--- src/rtl/mcpu_param_core.sv ---
`default_nettype none
// ============================================================================
// Module      : mcpu_param_core
// Description : Parameterised accumulator micro-CPU with 6-bit instructions
//               fed directly on inst_in, one instruction per clock.
//               cpu_out shows pc while clk=1 and out_reg while clk=0.
//               Optional feature macro: MCPU_LINK_EN (JSR/RET link register;
//               when undefined, JSR and RET execute as NOP).
// Revision    : 1.0 - initial release
// ============================================================================
module mcpu_param_core #(
  parameter int DATA_W    = 8,
  parameter int PC_W      = 6,
  parameter int REG_DEPTH = 8
) (
  input  logic              clk,
  input  logic              rst,
  input  logic [5:0]        inst_in,
  output logic [DATA_W-1:0] cpu_out
);

  // Architectural state
  logic [DATA_W-1:0] accu_q, accu_d;
  logic              carry_q, carry_d;
  logic [PC_W-1:0]   pc_q, pc_d;
  logic              iflag_q, iflag_d;
  logic [DATA_W-1:0] out_q, out_d;
  logic [DATA_W-1:0] regs_q [REG_DEPTH];
  logic [DATA_W-1:0] regs_d [REG_DEPTH];
`ifdef MCPU_LINK_EN
  logic [PC_W-1:0]   link_q, link_d;
`endif

  // Decode helpers
  logic [3:0]        w_imm;
  logic [2:0]        w_ridx;
  logic [PC_W-1:0]   w_pc_inc;
  logic [PC_W-1:0]   w_imm_pc;
  logic [DATA_W-1:0] w_imm_data;
  logic [DATA_W-1:0] w_rd_data;
  logic [DATA_W:0]   w_sum;
  logic              w_sta_en;

  // Read table padded to the full 3-bit register address space; missing entries read 0
  logic [DATA_W-1:0] w_rd_tbl [8];

  generate
    for (genvar g = 0; g < 8; g++) begin : g_rd
      if (g < REG_DEPTH) begin : g_hit
        assign w_rd_tbl[g] = regs_q[g];
      end else begin : g_miss
        assign w_rd_tbl[g] = '0;
      end
    end
  endgenerate

  assign w_imm      = inst_in[3:0];
  assign w_ridx     = inst_in[2:0];
  assign w_pc_inc   = pc_q + PC_W'(1);
  assign w_imm_pc   = {{(PC_W-4){w_imm[3]}}, w_imm};
  assign w_imm_data = {{(DATA_W-4){w_imm[3]}}, w_imm};
  assign w_rd_data  = w_rd_tbl[w_ridx];
  assign w_sum      = {1'b0, accu_q} + {1'b0, w_rd_data};

  // Clock-phase multiplexed output; all state is zero during reset so this reads 0 then
  assign cpu_out = clk ? DATA_W'(pc_q) : out_q;

  // Instruction decode and next-state computation
  always_comb begin
    accu_d   = accu_q;
    carry_d  = carry_q;
    pc_d     = w_pc_inc;
    iflag_d  = 1'b0;
    out_d    = out_q;
    w_sta_en = 1'b0;
`ifdef MCPU_LINK_EN
    link_d   = link_q;
`endif
    casez (inst_in)
      6'b00????: begin
        pc_d    = carry_q ? w_pc_inc : (pc_q + w_imm_pc);
        carry_d = 1'b0;
      end
      6'b01????: begin
        accu_d  = iflag_q ? {accu_q[DATA_W-5:0], w_imm} : w_imm_data;
        iflag_d = 1'b1;
      end
      6'b100???: {carry_d, accu_d} = w_sum;
      6'b101???: w_sta_en = 1'b1;
      6'b110???: accu_d = w_rd_data;
      6'b111000: accu_d = ~accu_q;
      6'b111001: out_d = accu_q;
      6'b111010: pc_d = accu_q[PC_W-1:0];
`ifdef MCPU_LINK_EN
      6'b111011: begin
        link_d = w_pc_inc;
        pc_d   = accu_q[PC_W-1:0];
      end
      6'b111100: pc_d = link_q;
`endif
      6'b111101: {accu_d, carry_d} = {carry_q, accu_q};
      default: ;
    endcase
  end

  // Register file write port; indices beyond REG_DEPTH match no entry
  always_comb begin
    for (int i = 0; i < REG_DEPTH; i++) begin
      regs_d[i] = regs_q[i];
      if (w_sta_en && (w_ridx == 3'(i))) begin
        regs_d[i] = accu_q;
      end
    end
  end

  // State update with asynchronous active-low clear
  always_ff @(posedge clk or negedge rst) begin
    if (!rst) begin
      accu_q  <= '0;
      carry_q <= 1'b0;
      pc_q    <= '0;
      iflag_q <= 1'b0;
      out_q   <= '0;
`ifdef MCPU_LINK_EN
      link_q  <= '0;
`endif
      for (int i = 0; i < REG_DEPTH; i++) begin
        regs_q[i] <= '0;
      end
    end else begin
      accu_q  <= accu_d;
      carry_q <= carry_d;
      pc_q    <= pc_d;
      iflag_q <= iflag_d;
      out_q   <= out_d;
`ifdef MCPU_LINK_EN
      link_q  <= link_d;
`endif
      for (int i = 0; i < REG_DEPTH; i++) begin
        regs_q[i] <= regs_d[i];
      end
    end
  end

endmodule
`default_nettype wire

--- config.mk ---
export PLATFORM = sky130hd
export DESIGN_NAME = mcpu_param_core
export DESIGN_NICKNAME = d
export VERILOG_FILES = /design/src/rtl/mcpu_param_core.sv
export SDC_FILE = /design/constraint.sdc
export NUM_CORES = 1
export LEC_CHECK = 0
export BUFFER_PORTS_ARGS = -buffer_cell sky130_fd_sc_hd__buf_2
export CORE_MARGIN = 2
export CORE_UTILIZATION = 40
export DETAILED_ROUTE_END_ITERATION = 10
export GPL_ROUTABILITY_DRIVEN = 0
export PLACE_DENSITY = 0.61
export SYNTH_ARGS = -nofsm -noshare
export SYNTH_HDL_FRONTEND = slang
export SYNTH_SLANG_ARGS = --single-unit
--- constraint.sdc ---
create_clock -name clk -period 4.2 [get_ports clk]
set_clock_uncertainty 0.05 [all_clocks]
set_input_delay 0.63 -clock clk [delete_from_list [all_inputs] [get_ports clk]]
set_output_delay 0.63 -clock clk [all_outputs]
set_load 0.02 [all_outputs]
Yosys cells after proc, flatten, opt, wreduce, memory -nomap -nowiden
Cells that the tools add are included.
- output and inout port bits: 8
- register bits after elaboration: 88
- input port bits: 8
- reduce and logical (&&, ||, !) cells: 12
- $lt $le $gt $ge: 1
- bitwise operators: 2
- equal/unequal tests: 15
- mux-type cells: 11
- add/subtract/negate cells: 3
- operators with widths (cell ; count):
    $pmux 8 s5 ; 1
    $mux 8 ; 4
    $bmux 8 s3 ; 1
    $eq 6x6->1 const B ; 4
    $eq 3x3->1 const B ; 7
    $pmux 6 s2 ; 1
    $add 8x8->9 ; 1
    $logic_and 1x1->1 ; 8
    $not 8->8 ; 1
    $add 6x1->6 const B ; 1
    $add 6x6->6 ; 1
    $eq 3x2->1 const B ; 2
    $mux 6 ; 1
    $reduce_bool 5->1 ; 1
    $ge 4x4->1 const B ; 1
    $not 3->4 ; 1
    $eq 3x1->1 const B ; 1
    $logic_not 3->1 ; 1
    $pmux 1 s3 ; 1
    $reduce_bool 3->1 ; 1
    $eq 2x1->1 const B ; 1
    $logic_not 2->1 ; 1
    $mux 1 ; 2

Longest topological paths before layout
Gate-level depths: netlist of run 1.
- depth in word-level cells: 6
- gate-level depth with buffers: 13
- depth with buffers taken out: 11

==> results_dict.tcl, run 1 <==
set metrics [dict create \
    yosysWarningCount 0 \
    async_flop_share_pct 100 \
    post_cts_buffers 0 \
    synth_top_family_by_area "multiplexers" \
    wl_per_cell_um 19.8 \
    crit_arrival_ps 2800 \
    ys.flop_type "dfrtp_1" \
    muxShareOfSynthArea_pct 23.6 \
    rows 41 \
    grt_pass1_wl_um 20200 \
    areaGrowthSynthToFinish_pct 11.0 \
    slew_viol_final 0 \
    timing.hold.ws_ps 160 \
    grt_start_max_net_pins 55 \
    path_cells "clkbuf_16, clkbuf_16, mux2_2, buf_2" \
    grt_pass1_vias 3736 \
    p_leak_nw 2.54 \
    syn_area_um2 5070 \
    vdd_drop_max_mv 0.281 \
    core_area_um2 12500 \
    instances_no_fill 619 \
    viasPerCell 5.73 \
    vias 3548 \
    ys_types 61 \
    start_util_pct 40.5 \
    startpoint_type "clock port" \
    synth_compound_area_share_pct 12.0 \
    final_area_um2 5630 \
    ant_nets 0 \
    synth_edf_count 0 \
    ios 16 \
    die_h_um 117 \
    nFillCells 1192 \
    setup-violations-final 0 \
    critPathBufInv 3 \
    rsz0062_at_grt "no" \
    grt_usage_pct 20.1 \
    worstPathMaxFanout 4 \
    max-slew-margin-rel_pct 38.7 \
    antenna_found_initial 0 \
    final-seq-area_um2 2200 \
    syn-num-nets 461 \
    final_common_cell "dfrtp_1" \
    hpwl_um 8130 \
    portBuffers 15 \
    clock_latency_ps 460 \
    nets 466 \
    cts_tree "yes" \
    tns_ps 0 \
    ys_seq_elements 88 \
    crit_path_max_incr_delay_ps 260 \
    crit_cells 4 \
    path_class "clock port to primary output" \
    num_antenna_cells 0 \
    timing.critical_path.mode_cell "clkbuf_16" \
    worstMarginPinSlew_ps 918 \
    first_pass_iters 5 \
    hold_violations 0 \
    dieWidth_um 117 \
    dieArea_um2 13600 \
    routed_wirelength_um 12300 \
    yosys.area_share.simple_pct 10.7 \
    powerDensity_nw_per_um2 575 \
    reg2regPathDepth 9 \
    multi_input_area_um2 2680 \
    initialDrtViolationCount 272 \
    mostFrequentLayoutCells "88 x dfrtp_1, 79 x mux2_2, 33 x nand2_1" \
    placed_area_um2 5230 \
    hold_path.class "primary input to asynchronous set/reset pin" \
    status "finished clean" \
    dp_cells 599 \
    synthXorXnorAreaFrac_pct 2.25 \
    endpoint_kind "primary output" \
    overflow 0 \
    drc 0 \
    synthAdderAreaFrac_pct 4.24 \
    critPathTopFamily "buffers and inverters" \
    synthCells 437 \
    reg2reg_from "regs_q[1]$_DFFE_PN0P_" \
    clkTransAtPathRegs_ps 70 \
    cp.required_ps 3520 \
    worstSetupStartpoint "clk" \
    drive_above_1_share_pct 31.3 \
    drv_cap 0 \
    avgSynthCellArea_um2 11.6 \
    cts-hold-fix-buffers 0 \
    cp_slowest_cell "mux2_2" \
    cts.repair.resized 0 \
    yosysSeqAreaShare_pct 43.4 \
]
## final timing paths
kind	end	slack, ps
worst min-delay path	regs_q[38]$_DFFE_PN0P_	160
max in group asynchronous	regs_q[16]$_DFFE_PN0P_	3030
worst max register to register	accu_q[7]$_DFFE_PN0P_	1520
worst max-delay path	cpu_out[0]	720
min in group clk	regs_q[25]$_DFFE_PN0P_	440
worst min register to register	regs_q[25]$_DFFE_PN0P_	440
## synthesized netlist by cell type (3+ instances only)
cell type | count | area [um2]
o2111ai_1 | 4 | 35.0
and3_1 | 3 | 18.8
o21bai_1 | 3 | 22.5
and2_1 | 4 | 25.0
a21o_1 | 3 | 22.5
xor2_1 | 5 | 43.8
buf_2 | 13 | 65.1
a221o_1 | 5 | 50.1
xnor2_1 | 8 | 70.1
nor2_1 | 12 | 45.0
a31oi_1 | 4 | 25.0
nand2_1 | 33 | 124
a211oi_1 | 4 | 30.0
dfrtp_1 | 88 | 2200
a21oi_1 | 12 | 60.1
o22ai_1 | 5 | 31.3
mux4_2 | 10 | 225
mux2_2 | 79 | 890
ha_1 | 14 | 175
o21ai_1 | 3 | 15.0
a22oi_1 | 4 | 30.0
nand2b_1 | 9 | 56.3
inv_1 | 6 | 22.5
clkbuf_1 | 11 | 41.3
nor2b_1 | 13 | 81.3
nand3_1 | 10 | 50.1
mux2i_1 | 6 | 60.1
o21ai_0 | 15 | 75.1
nor3_1 | 5 | 25.0
## layout make-up
cell class / instances / share of cell area (%)
timing repair buffer: 11 / 1.20
inverter: 8 / 0.533
tap: 172 / 3.82
clock inverter: 6 / 1.18
clock buffer: 22 / 6.56
sequential: 88 / 39.1
multi-input combinational: 312 / 47.6
## flip-flops by register name, indices dropped and copies added (netlist names)
signal   cells
accu_q       8
out_q        8
regs_q      64
carry_q      1
pc_q         6
iflag_q      1
## where the power goes
part / leakage (nW) / switching [W] / internal (W)
combinational: 1.12 / 0.000351 / 0.000402
sequential: 1.15 / 0.000218 / 0.00105
clock: 0.268 / 0.000498 / 0.000714
## logic make-up (layout without fill, tap and decap cells)
| kind of cell | after synthesis | after routing |
|---|---|---|
| xor+xnor | 13 | 13 |
| simple gates | 103 | 103 |
| compound gates | 84 | 84 |
| buf+inv | 37 | 47 |
| fa+ha+maj | 16 | 16 |
| mux | 96 | 96 |
| flops | 88 | 88 |
## through the flow
step	setup slack, ps	total power [W]	util, %
final	722	0.00323	45.0
after global routing	701	0.00343	45.0
after CTS	716	0.00326	45.0
after detailed placement	675	0.00220	41.8
after global placement	764	0.00217	41.8
after floorplan	903	0.00198	-
## routing by layer
layer  track usage (%)  up-vias  routed length [um]  share of wire [%]
met2              30.7      103                5630                 46
met5                 0        -                   0                  0
met3              5.60       28                 689                5.6
li1                  -     1624                   -                  -
met1              26.7     1793                5610                 46
met4              9.49        0                 325                2.7
Note: power is estimated with default switching activity, not from simulation.
==> run 2: changes to the inputs <==
Settings changed: ABC_AREA set to 1.
Clock period 4.2 ns to 3.31 ns, I/O delays scaled along.
==> run 2 against run 1 <==
Effect of this change:
- sequential share of layout area shrank 0.88 points
- wire length grew 15%
- non-clock buffer count grew 2
- first-iteration DRC count grew 58%
- area after synthesis is essentially flat
- critical path depth grew 1
- register-to-register slack lost 500 ps
- utilization grew 1.0 points
- clock power grew 48%
- critical endpoint is now cpu_out[1]
==> results_dict.tcl, run 2 <==
set metrics [dict create \
    status "finished clean" \
    portBuffers 15 \
    synthCells 649 \
    clock_latency_ps 470 \
    synthTopCellsByArea "dfrtp_1 43%, nand2_1 13%, inv_1 5.0%" \
    hpwl_um 9740 \
    die_h_um 117 \
    viasPerCell 5.34 \
    areaGrowthSynthToFinish_pct 13.5 \
    crit_path_max_incr_delay_ps 220 \
    endpoint_kind "primary output" \
    synth_edf_count 0 \
    final-seq-area_um2 2200 \
    ys_types 41 \
    p_leak_nw 2.79 \
    ys.flop_type "dfrtp_1" \
    num_antenna_cells 0 \
    powerDensity_nw_per_um2 751 \
    hold_violations 0 \
    syn_area_um2 5070 \
    yosysSeqAreaShare_pct 43.4 \
    yosysTopAreaCell "dfrtp_1" \
    regMostFlops "regs_q" \
    dieArea_um2 13600 \
    ios 16 \
    post_cts_buffers 0 \
    worstPathMaxFanout 4 \
    async_flop_share_pct 100 \
    cts-hold-fix-buffers 0 \
    overflow 0 \
    vdd_drop_max_mv 0.313 \
    ant_nets 0 \
    routed_wirelength_um 14100 \
    multi_input_area_um2 2470 \
    cts_tree "yes" \
    reg_top3 "regs_q x64, accu_q x8, out_q x8" \
    mostFrequentLayoutCells "175 x nand2_1, 88 x dfrtp_1, 68 x inv_1" \
    drive_above_1_share_pct 12.3 \
    hold_path.class "primary input to asynchronous set/reset pin" \
    p_seq_share_pct 35.8 \
    clkTransAtPathRegs_ps 60 \
    reg2regPathDepth 12 \
    largest_reg_flops 64 \
    avgSynthCellArea_um2 7.82 \
    worstMarginPinSlew_ps 762 \
    clkPwrFrac_pct 41.3 \
    rows 41 \
    rsz0062_at_grt "no" \
    grt_usage_pct 22.8 \
    nFillCells 1300 \
    cp.required_ps 2760 \
    nets 691 \
    ys_seq_elements 88 \
    final_area_um2 5760 \
    synth_top_area_share_pct 43.4 \
    path_class "clock port to primary output" \
    setup-violations-final 0 \
    placed_area_um2 5270 \
    p_comb_share_pct 22.9 \
    syn-num-nets 673 \
    drv_cap 0 \
    rr_endpoint "accu_q[1]$_DFFE_PN0P_" \
    first_pass_iters 5 \
    switching_share_pct 36.8 \
    max-slew-margin-rel_pct 49.2 \
    p_int_w 0.00273 \
    start_util_pct 40.5 \
    dp_cells 821 \
    dieWidth_um 117 \
    path_cells "clkbuf_16, clkbuf_16, clkbuf_16, a21oi_1, buf_2" \
    wl_per_cell_um 16.6 \
    drc 0 \
    core_area_um2 12500 \
    fin_util_pct 46.0 \
    final_common_cell "nand2_1" \
    grt_pass1_wl_um 22800 \
    antenna_found_initial 0 \
    synth_top_cells_by_count "175 x nand2_1, 88 x dfrtp_1, 68 x inv_1" \
    timing.critical_path.mode_cell "clkbuf_16" \
    reg2reg_from "regs_q[24]$_DFFE_PN0P_" \
    grt_start_max_net_pins 58 \
    initialDrtViolationCount 430 \
    cp_slowest_cell "a21oi_1" \
    instances_no_fill 846 \
    grt_pass1_vias 4547 \
    rrSetupSlack_ps 1020 \
    yosysMostFrequentCell "nand2_1" \
    slew_viol_final 0 \
    yosysWarningCount 0 \
    startpoint_type "clock port" \
    tns_ps 0 \
    cts.repair.resized 0 \
    vias 4517 \
    p_switching_w 0.00159 \
    crit_arrival_ps 2500 \
]
[run 2: cell count changes after synthesis, moves of 27 or more]
cell     previous run  this run
inv_1               6        68
nand2_1            33       175
o21ai_0            15        47
mux2_2             79         3
o21ai_1             3        36
nor2_1             12        39
nand3_1            10        50
[run 2: area by class of cell]
cell class              instances  share of cell area, %
well taps                     172                   3.74
inverters                      71                   4.63
clock buffers                  25                   8.08
repair buffers                 13                   1.43
flip-flops and latches         88                   38.2
clock inverters                 8                   1.02
multi-input cells             469                   42.9
[run 2: logic make-up (layout without fill, tap and decap cells)]
logic type / Yosys count / in the layout / share of synthesized area, %
AO/OA/AOI/OAI: 128 / 128 / 14.0
XOR/XNOR: 5 / 5 / 0.863
adder cells (fa/ha/maj): 16 / 16 / 4.24
buffers and inverters: 92 / 117 / 7.99
flip-flops: 88 / 88 / 43.4
multiplexers: 3 / 3 / 0.666
AND/OR/NAND/NOR: 317 / 317 / 28.8
[run 2: worst max path at each step]
stage,from,endpoint,slack [ps],cells past startpoint
global route,clk,cpu_out[4],250,5
finish,clk,cpu_out[1],260,5
CTS,clk,cpu_out[2],270,5
floorplan,clk,cpu_out[0],530,2
detailed placement,inst_in[0],accu_q[6]$_DFFE_PN0P_,210,19
global placement,inst_in[1],accu_q[6]$_DFFE_PN0P_,320,19
[run 2: critical path: cells and delay by family]
kind | cells | cell delay (ps)
AOI/OAI and AO/OA | 1 | 220
buffers and inverters | 4 | 620
[run 2: power groups by stage]
| stage | Sequential, W | Clock [W] | Combinational [W] |
|---|---|---|---|
| CTS | 0.00154 | 0.00180 | 0.000993 |
| global placement | 0.00156 | 0.000243 | 0.000955 |
| floorplan | 0.00148 | 0.000219 | 0.000743 |
| detailed placement | 0.00156 | 0.000243 | 0.000980 |
| finish | 0.00155 | 0.00179 | 0.000993 |
| global route | 0.00158 | 0.00188 | 0.00114 |
[run 2: metrics by stage]
step / worst slack (ps) / hold slack [ps] / power [W]
floorplan: 530 / 151 / 0.00245
global placement: 318 / 412 / 0.00275
detailed placement: 206 / 420 / 0.00278
CTS: 275 / 81.6 / 0.00434
global route: 255 / 101 / 0.00460
finish: 265 / 44.5 / 0.00433
[run 2: layer usage]
metal	global-route usage, %	vias to the layer above	wire length, um
met3	7.78	44	957
met2	34.7	158	6540
met5	0	-	0
met1	28.6	2142	6130
met4	12.5	0	448
li1	-	2173	-
==> run 3: changes to the inputs <==
--- a/config.mk
+++ b/config.mk
@@ -10,4 +10,5 @@
 export CORE_MARGIN = 2
 export CORE_UTILIZATION = 40
+export CTS_BUF_LIST = sky130_fd_sc_hd__clkbuf_2
 export DETAILED_ROUTE_END_ITERATION = 10
 export GPL_ROUTABILITY_DRIVEN = 0
==> constraint.sdc (replaced) <==
create_clock -name clk -period 3.31 [get_ports clk]
set_clock_uncertainty 0.05 [all_clocks]
set_input_delay 0.1655 -clock clk [delete_from_list [all_inputs] [get_ports clk]]
set_output_delay 0.1655 -clock clk [all_outputs]
set_load 0.02 [all_outputs]
==> run 3 against run 2 <==
Effect of this change:
- clock power down 41%
- first-iteration DRC count fell by 31%
- sequential share of layout area increased by 1.7 points
- largest power group is now sequential cells
- largest cell class unchanged
- highest routed layer unchanged
==> results_dict.tcl, run 3 (synthesis gave the netlist of run 2 again) <==
set metrics [dict create \
    status "finished clean" \
    worstMarginPinSlew_ps 1110 \
    ios 16 \
    setup-violations-final 0 \
    grt_start_max_net_pins 89 \
    reg_top3 "regs_q x64, accu_q x8, out_q x8" \
    ant_nets 0 \
    grt_pass1_vias 4411 \
    layout_worst_path_cycle_share_pct 80.0 \
    start_util_pct 40.5 \
    p_leak_nw 2.69 \
    p_int_w 0.00213 \
    drc 0 \
    max_freq_ghz 0.381 \
    path_class "clock port to primary output" \
    power_w 0.00359 \
    rrSetupSlack_ps 1000 \
    drv_cap 0 \
    viasPerCell 5.28 \
    cp_slowest_cell "mux2_2" \
    worstPathMaxFanout 3 \
    grt_pass1_wl_um 22500 \
    mostFrequentLayoutCells "175 x nand2_1, 88 x dfrtp_1, 68 x inv_1" \
    core_area_um2 12500 \
    clkPwrFrac_pct 29.5 \
    portBuffers 15 \
    clock_latency_ps 680 \
    vias 4491 \
    startpoint_type "clock port" \
    switching_share_pct 40.8 \
    post_cts_buffers 0 \
    antenna_found_initial 0 \
    dp_cells 817 \
    cp.required_ps 3090 \
    crit_arrival_ps 2430 \
    drive_above_1_share_pct 11.9 \
    rows 41 \
    vdd_drop_max_mv 0.253 \
    max-slew-margin-rel_pct 26.0 \
    first_pass_iters 5 \
    tns_ps 0 \
    nFillCells 1316 \
    nets 695 \
    cts-hold-fix-buffers 7 \
    dieArea_um2 13600 \
    path_cells "clkbuf_2, clkbuf_2, clkbuf_2, mux2_2, buf_2" \
    routed_wirelength_um 13700 \
    die_h_um 117 \
    slew_viol_final 0 \
    instances_no_fill 850 \
    fin_util_pct 44.0 \
    hpwl_um 9580 \
    clkTransAtPathRegs_ps 270 \
    final_common_cell "nand2_1" \
    wl_met3_um 825 \
    num_antenna_cells 0 \
    p_comb_share_pct 27.6 \
    overflow 0 \
    regMostFlops "regs_q" \
    critPathTopFamily "buffers and inverters" \
    p_seq_share_pct 43.0 \
    dieWidth_um 117 \
    critPathBufInv 4 \
    cts_tree "yes" \
    crit_path_max_incr_delay_ps 270 \
    largest_reg_flops 64 \
    met2_wirelength_um 6210 \
    cts.repair.resized 0 \
    initialDrtViolationCount 297 \
    hold_violations 0 \
    met1_length_um 6120 \
    grt_usage_pct 22.1 \
    rsz0062_at_grt "no" \
    routed.top_layer "met4" \
    hold_path.class "primary input to flip-flop" \
    wl_per_cell_um 16.1 \
    p_switching_w 0.00147 \
    period_minus_slack_ps 2650 \
    timing.critical_path.mode_cell "clkbuf_2" \
    areaGrowthSynthToFinish_pct 8.51 \
    endpoint_kind "primary output" \
    powerDensity_nw_per_um2 653 \
]
-- run 3: changes by cell type in the layout (fill, tap and decap cells not counted), sizes merged --
cell | before | now
buf | 21 | 17
bufinv | 0 | 2
clkbuf | 17 | 18
clkinv | 5 | 2
clkinvlp | 1 | 3
dlygate4sd3 | 0 | 7
inv | 73 | 72
-- run 3: per-layer routing --
layer  vias to the layer above  global-route usage [%]
li1                       2176                       -
met1                      2122                    28.4
met2                       153                    33.7
met3                        40                    6.02
met4                         0                    12.3
met5                         -                       0
-- run 3: per-stage QoR --
stage / hold slack (ps) / instance area [um2] / setup WS, ps
after global placement: 277 / 5240 / 586
after floorplan: -180 / 5070 / 861
final: 135 / 5510 / 662
after global routing: 138 / 5510 / 395
after detailed placement: 277 / 5240 / 534
after CTS: 125 / 5510 / 641
-- run 3: worst paths after layout --
kind,start,depth (start not counted),to
worst min-delay path,inst_in[1],5,regs_q[5]$_DFFE_PN0P_
worst max-delay path,clk,5,cpu_out[4]
max in group asynchronous,rst,2,regs_q[27]$_DFFE_PN0P_
min in group asynchronous,rst,2,regs_q[8]$_DFFE_PN0P_
worst min register to register,out_q[4]$_DFFE_PN0N_,2,out_q[4]$_DFFE_PN0N_
worst max register to register,regs_q[0]$_DFFE_PN0P_,18,accu_q[6]$_DFFE_PN0P_
-- run 3: worst register-to-register path, delay by kind of cell, from the launching register on --
kind,cells,cell delay (ps)
buf+inv,3,180
flops,1,400
simple gates,12,1020
fa+ha+maj,2,510
compound gates,1,50
-- run 3: final cells by class --
class	instances	area (um2)	share of cell area, %
Multi-Input combinational cell	469	2470	44.8
Sequential cell	88	2200	40.0
Inverter	71	267	4.84
Tap cell	172	215	3.91
Clock buffer	26	130	2.36
Timing Repair Buffer	16	123	2.23
Clock inverter	8	103	1.86
-- run 3: power groups by stage --
stage,clock network (W),registers [W],logic (W)
after floorplan,0.000219,0.00148,0.000743
after global placement,0.000243,0.00156,0.000948
after detailed placement,0.000243,0.00156,0.000975
after CTS,0.00108,0.00154,0.000986
after global routing,0.00116,0.00158,0.00115
final,0.00106,0.00154,0.000991
